**src/rtl/uart_tx_fifo.sv**
```systemverilog
// Byte queue in front of the UART transmitter: buffers host writes and launches one byte at a time.
// Latency: write at edge N, byte latched at N+1, tx_wr_en_out high the cycle after; full writes are dropped and flagged.
module uart_tx_fifo #(
    parameter int DEPTH       = 16,
    parameter int ADDR_W      = 4,
    parameter int ACK_TIMEOUT = 8,
    parameter int GAP_CYCLES  = 4
) (
    input  logic              clk,
    input  logic              rst,
    input  logic [7:0]        wr_data,
    input  logic              wr_en,
    output logic              full,
    output logic              empty,
    output logic [ADDR_W:0]   count,
    output logic              overflow,
    output logic              ack_err,
    input  logic              err_clr,
    output logic [7:0]        tx_data_out,
    output logic              tx_wr_en_out,
    input  logic              tx_busy_in
);

    localparam logic [2:0] S_IDLE    = 3'd0;
    localparam logic [2:0] S_LAUNCH  = 3'd1;
    localparam logic [2:0] S_WAIT_HI = 3'd2;
    localparam logic [2:0] S_WAIT_LO = 3'd3;
    localparam logic [2:0] S_GAP     = 3'd4;

    localparam int TMR_MAX = (ACK_TIMEOUT > GAP_CYCLES) ? ACK_TIMEOUT : GAP_CYCLES;
    localparam int TMR_W   = (TMR_MAX < 2) ? 1 : $clog2(TMR_MAX + 1);
    localparam logic [TMR_W-1:0] ACK_LIM  = TMR_W'(ACK_TIMEOUT);
    // A zero gap still spends one cycle in GAP.
    localparam logic [TMR_W-1:0] GAP_LAST = (GAP_CYCLES == 0) ? '0 : TMR_W'(GAP_CYCLES - 1);

    logic [7:0]        mem_q [DEPTH];
    logic [ADDR_W:0]   wr_ptr_q, wr_ptr_d;
    logic [ADDR_W:0]   rd_ptr_q, rd_ptr_d;
    logic [2:0]        state_q, state_d;
    logic [TMR_W-1:0]  timer_q, timer_d, timer_inc;
    logic [7:0]        tx_data_q, tx_data_d;
    logic              overflow_q, overflow_d;
    logic              ack_err_q, ack_err_d;
    logic              push, pop, ack_evt;

    assign empty = (wr_ptr_q == rd_ptr_q);
    assign full  = (wr_ptr_q[ADDR_W] != rd_ptr_q[ADDR_W]) &&
                   (wr_ptr_q[ADDR_W-1:0] == rd_ptr_q[ADDR_W-1:0]);
    assign count = wr_ptr_q - rd_ptr_q;

    assign push      = wr_en & ~full;
    assign pop       = (state_q == S_IDLE) & ~empty & ~tx_busy_in;
    assign timer_inc = timer_q + TMR_W'(1);

    always_comb begin
        state_d   = state_q;
        timer_d   = timer_q;
        tx_data_d = tx_data_q;
        ack_evt   = 1'b0;
        case (state_q)
            S_IDLE: begin
                if (pop) begin
                    tx_data_d = mem_q[rd_ptr_q[ADDR_W-1:0]];
                    state_d   = S_LAUNCH;
                end
            end
            S_LAUNCH: begin
                timer_d = '0;
                state_d = S_WAIT_HI;
            end
            S_WAIT_HI: begin
                if (tx_busy_in) begin
                    state_d = S_WAIT_LO;
                end else begin
                    timer_d = timer_inc;
                    // No acknowledge: drop the byte rather than retry.
                    if (timer_inc == ACK_LIM) begin
                        ack_evt = 1'b1;
                        state_d = S_IDLE;
                    end
                end
            end
            S_WAIT_LO: begin
                if (!tx_busy_in) begin
                    timer_d = '0;
                    state_d = S_GAP;
                end
            end
            S_GAP: begin
                if (timer_q >= GAP_LAST) begin
                    state_d = S_IDLE;
                end else begin
                    timer_d = timer_inc;
                end
            end
            default: state_d = S_IDLE;
        endcase
    end

    always_comb begin
        wr_ptr_d   = wr_ptr_q + (ADDR_W+1)'(push);
        rd_ptr_d   = rd_ptr_q + (ADDR_W+1)'(pop);
        overflow_d = (wr_en & full) | (overflow_q & ~err_clr);
        ack_err_d  = ack_evt | (ack_err_q & ~err_clr);
    end

    always_ff @(posedge clk or negedge rst) begin
        if (!rst) begin
            wr_ptr_q   <= '0;
            rd_ptr_q   <= '0;
            state_q    <= S_IDLE;
            timer_q    <= '0;
            tx_data_q  <= 8'h00;
            overflow_q <= 1'b0;
            ack_err_q  <= 1'b0;
        end else begin
            wr_ptr_q   <= wr_ptr_d;
            rd_ptr_q   <= rd_ptr_d;
            state_q    <= state_d;
            timer_q    <= timer_d;
            tx_data_q  <= tx_data_d;
            overflow_q <= overflow_d;
            ack_err_q  <= ack_err_d;
        end
    end

    always_ff @(posedge clk) begin
        if (push) begin
            mem_q[wr_ptr_q[ADDR_W-1:0]] <= wr_data;
        end
    end

    assign overflow     = overflow_q;
    assign ack_err      = ack_err_q;
    assign tx_data_out  = tx_data_q;
    assign tx_wr_en_out = (state_q == S_LAUNCH);

endmodule

```
**config.mk**
```make
export PLATFORM = sky130hd
export DESIGN_NAME = uart_tx_fifo
export DESIGN_NICKNAME = d
export VERILOG_FILES = /design/src/rtl/uart_tx_fifo.sv
export SDC_FILE = /design/constraint.sdc
export NUM_CORES = 1
export LEC_CHECK = 0
export ABC_AREA = 1
export CORE_MARGIN = 5
export CORE_UTILIZATION = 65
export CTS_CLUSTER_SIZE = 16
export DETAILED_ROUTE_END_ITERATION = 10
export HOLD_SLACK_MARGIN = 0.02
export PLACE_DENSITY = 0.85
export SETUP_SLACK_MARGIN = 0.05
export SLEW_MARGIN = 20
export SYNTH_ARGS = -nofsm -noshare
export SYNTH_HDL_FRONTEND = slang
export SYNTH_SLANG_ARGS = --single-unit
export TNS_END_PERCENT = 100
```
**constraint.sdc**
```tcl
create_clock -name clk -period 3.65 [get_ports clk]
set_input_delay 0.73 -clock clk [delete_from_list [all_inputs] [get_ports clk]]
set_output_delay 0.73 -clock clk [all_outputs]
set_load 0.02 [all_outputs]
```
-- Yosys cells after proc, flatten, opt, wreduce, memory -nomap -nowiden
Memory sizes are Yosys's and may differ from the RTL's. A register that Yosys moved wholly into a read port is not among the register bits.
Cells that the tools add are included.
W data, S select, Z words.
- magnitude comparators: 1
- mux-type cells: 15
- $add $sub $neg: 4
- reduce and logical (&&, ||, !) cells: 7
- equality and inequality tests: 14
- bitwise gates (word level): 12
- operators by type and width (cell ; number):
    $pmux W4 S4 ; 1
    $mux W3 ; 5
    $pmux W3 S5 ; 1
    $mux W4 ; 3
    $add A5 B1 Y5 ; 2
    $ne A2 B2 Y1 const B ; 5
    $reduce_and A4 Y1 ; 2
    $and A1 B1 Y1 ; 6
    $eq A3 B2 Y1 const B ; 2
    $eq A5 B5 Y1 ; 1
    $mux W1 ; 5
    $sub A5 B5 Y5 ; 1
    $add A4 B1 Y4 const B ; 1
    $eq A4 B4 Y1 ; 1
    $eq A4 B4 Y1 const B ; 1
    $ge A4 B2 Y1 const B ; 1
    $not A1 Y1 ; 4
    $reduce_bool A4 Y1 ; 1
    $eq A3 B1 Y1 const B ; 1
    $eq A3 B3 Y1 const B ; 1
    $logic_not A3 Y1 ; 1
    $ne A3 B3 Y1 const B ; 1
    $or A1 B1 Y1 ; 2
    $reduce_and A2 Y1 ; 1
    other kinds (3) ; 3
- word-level logic and storage cells: 60
- bits in writable memories: 128
- flip-flop bits (word level): 19
- output and inout bits: 18
- memories kept: 1
- input bits: 13
- memory list (name ; depth ; width ; rd ports ; clocked after memory_dff ; wr ports ; line ; text):
    mem_q ; 16 ; 8 ; 1 ; 1 ; 1 ; 36 ; logic [7:0] mem_q [DEPTH];

-- Longest topological paths before layout
- depth after elaboration: 6
- gate-level depth with buffers: 14
- mapped depth without buffers: 11

-- Worst setup path before layout
OpenSTA, ideal clock, no wires.
- path type: reg2out
- from: register rd_ptr_q[2]
- to: output count[3]
- buffers on the path: 2
- path slack: 1.170 ns
- arrival: 1.750 ns
- data required time: 2.920 ns
- stages on the path, launching flop included: 8
- path through: dfrtp_1 buf_2 buf_2 inv_1 ha_1 nand2_1 o21ai_0 xor2_1
- word-level cells in the longest chain between the ends: 1
- RTL lines (item ; line ; text):
    from (decl) ; 38 ; logic [ADDR_W:0] rd_ptr_q, rd_ptr_d;
    from (signal assigned) ; 118 ; rd_ptr_q <= rd_ptr_d;
    $sub A5 B5 Y5 ; 49 ; assign count = wr_ptr_q - rd_ptr_q;
    to (decl) ; 15 ; output logic [ADDR_W:0] count,
No other way between the ends.

-- Worst setup path in the final report
- from: register wr_ptr_q[0]
- to: output count[4]
- word-level cells in the longest chain between the ends: 1
- RTL lines (item ; line ; text):
    from (decl) ; 37 ; logic [ADDR_W:0] wr_ptr_q, wr_ptr_d;
    from (signal assigned) ; 117 ; wr_ptr_q <= wr_ptr_d;
    $sub A5 B5 Y5 ; 49 ;
No other way between the ends.

==> impl_metrics.ini <==
[clock_tree]
insertion_delay_to_the_later_sink_of_the_worst_skew_pair_ns = 0.52
clock_sink_count = 155
holdBufCountCts = 0
clock_path_buffers = 2
tritoncts = built
post_cts_resize_count = 0
cts_buffers = 17
clock_transition_at_the_register_clock_pins_on_the_worst_setup_and_hold_paths_after_cts_ns = 0.06
post_cts.repair.setup_buffers = 0
cts.root.buffer_cell = clkbuf_8
htree_levels = 4

[power]
power_density_mw_per_mm2 = 847.1
power.internal_mw = 4.159
power.ir.vdd_worst_mv = 0.6934
power.share.sequential_pct = 35.0
power_switching_share_pct = 38.37
netSwitchingPower_mw = 2.589
share_clk_of_total_power_pct = 26.1
power.static_leakage_nw = 3.466
power.combinational.fraction_pct = 38.9

[sta]
setup_tns_ns = 0
timing.final.max_slew_violations = 0
rsz0062_at_grt = false
worst_clk_skew_ns = 0.008809
fmaxAchievable_mhz = 298.1
slew_headroom_pct = 29.02
setup_viol_count_final = 0
final_hold_viol_count = 0
finalCriticalPeriod_ns = 3.354
crit_share_post_route_pct = 91.90
timing_worst_slew_pin_value_ns = 1.063
postLayoutSetupSlackWorst_ns = 0.2955

[setup_path]
critical_path.most_common_cell = inv_1
start_kind = register
critical_path_class = register to primary output
crit_family = buffers and inverters
crit_path_max_fanout = 4
crit_path_max_incr_delay_ns = 0.62
cp_num_buf_inv = 3
worstSetupEndpointType = primary output
critPathSlowestCell = clkdlybuf4s50_1
path_cells = inv_1 > ha_1 > inv_1 > fa_1 > nand3_1 > nand2_1 > xor2_1 > clkdlybuf4s50_1
timing.critical_path.arrival_ns = 2.62
worstPathRequired_ns = 2.92

[route]
post-route-drc-count = 0
drt-wirelength-per-cell_um = 18.23
postRouteWirelength_mm = 16.24
drt-initial-drc-count = 708
num_vias = 5109
ant_nets = 0
detailedRoute.firstPassIterationCount = 6
via_per_inst = 5.734

[global_routing]
grt_pass1_wl_mm = 25.56
via_count_of_the_first_global_routing_pass = 4879
largest_net_degree_at_the_start_of_global_routing = 67
globalRouteTotalUtil_pct = 26.22
antenna_violations_before_repair = 0
globalRoute.totalOverflow = 0

[place]
detailed_place_hpwl_mm = 10.02
io_buffers = 30
dp.cells = 860
globalplace.congestion = 0.9596
post-place-ws_ns = 0.8269

[yosys]
synth_most_common_cell = nand2_1
synth_warnings = 0
postSynth.asyncResetShare_pct = 17.42
synth_cell_types = 29
synth-main-ff-cell = edfxtp_1
synth_top_cell_by_area = edfxtp_1
synthesis.area_mm2 = 0.006985
synth_edf_count = 128
post_synthesis_mean_instance_area_um2 = 9.839
synthesis.nets = 733
synth_seq_area_share_pct = 64.70
ys_seq_elements = 155
syn-instance-count = 710
netlist_top_cells_area = edfxtp_1, nand2_1, dfrtp_1
yosys-top-cells-count = nand2_1, edfxtp_1, inv_1, nand3_1, nor2_1
synth_top_area_share_pct = 55.02

[run]
max_cap_viols = 0

[floorplanning]
pin_count = 31
floorplan.initialDensity_pct = 67.06
die_width_um = 113.7
die_h_um = 113.7
core_area_mm2 = 0.01042
die_area_mm2 = 0.01292
rows = 37

[final_layout]
synthToLayoutAreaGrowth_pct = 14.04
fin_util_pct = 76.48
fraction_of_layout_cells_with_a_size_suffix_above_1_pct = 6.490
num-nets-final = 766
antenna_cells = 0
number_of_filler_instances_in_the_final_layout = 631
finish.cell_count_without_fillers = 891

[status]
result_of_the_run = finished, final reports clean

[worst_hold_path]
worst_hold_path_type = register to register
[flip-flops by register name, summed over array words and instances, names as in the netlist]
signal       cells
overflow         1
rd_ptr_q         5
tx_data_out      8
ack_err          1
wr_ptr_q         5
mem_q          128
state_q          3
timer_q          4
[path summary, 6_finish.rpt]
kind | to | cells after the start | slack, ns | start
setup / recovery | count[4] | 8 | 0.30 | wr_ptr_q[0]
hold / removal | tx_data_out[7] | 2 | 0.51 | tx_data_out[7]
setup reg to reg | mem_q[2][1] | 7 | 0.92 | rd_ptr_q[3]
hold reg to reg | tx_data_out[7] | 2 | 0.51 | tx_data_out[7]
max in group asynchronous | rd_ptr_q[0] | 2 | 2.75 | rst
min in group asynchronous | state_q[0] | 2 | 0.59 | rst
[tightest hold or removal path: cells and delay by family, from the launching register on]
family,cells,cell delay [ns]
and+or+nand+nor,2,0.14
DFF,1,0.34
[kinds of logic (layout without fill, tap and decap cells)]
kind of cell	count (synthesis)	count (layout)	share of synthesized area, %
compound gates	14	14	1.182
simple gates	368	368	22.03
xor+xnor	9	9	1.128
buf+inv	154	199	9.063
flops	155	155	64.70
fa+ha+maj	10	10	1.899
[placed cells by master, fill, tap and decap left out, types with 2 or more instances in the layout]
cell,n
clkdlybuf4s50_1,30
nand2_1,191
o21ai_1,4
xor2_1,9
dfrtp_1,26
inv_2,4
nor2_2,3
a21oi_1,2
ha_1,9
buf_4,8
o21ai_0,6
clkinvlp_4,3
inv_1,123
edfxtp_1,128
nand3_1,97
nor2_1,69
clkinv_1,5
nand4_1,2
clkinv_2,3
clkbuf_16,16
bufinv_16,4
[final cells by class]
type | instances | area, um2 | share of cell area [%]
clock inverters | 14 | 177.7 | 2.230
well taps | 136 | 170.2 | 2.136
clock buffers | 17 | 414.1 | 5.199
inverters | 130 | 490.5 | 6.157
flip-flops and latches | 155 | 4521 | 56.75
multi-input cells | 401 | 1833 | 23.01
repair buffers | 38 | 360.3 | 4.523
[power groups by stage]
stage,logic (mW),clock network (mW),registers (mW)
after global placement,2.44,0,2.37
after CTS,2.60,1.77,2.36
after detailed placement,2.53,0,2.38
final,2.62,1.76,2.36
after floorplan,1.70,0,2.40
after global routing,2.84,1.86,2.39
[routing by layer]
layer	GRT usage (%)	vias to the layer above	wire length [um]
li1	-	2323	-
met1	33.25	2373	5861
met2	43.07	347	7947
met3	6.897	66	1856
met4	10.90	0	578
met5	0	-	0
[stage by stage]
step                area [um2]  power (mW)  hold WS (ns)
detailed placement        7375       4.911        0.4997
floorplan                 6985       4.102        0.4344
finish                    7966       6.749        0.5147
CTS                       7966       6.718        0.5192
global placement          7375       4.806        0.4997
global route              7966       7.093        0.5431
Power figures use the tool's default switching activity.
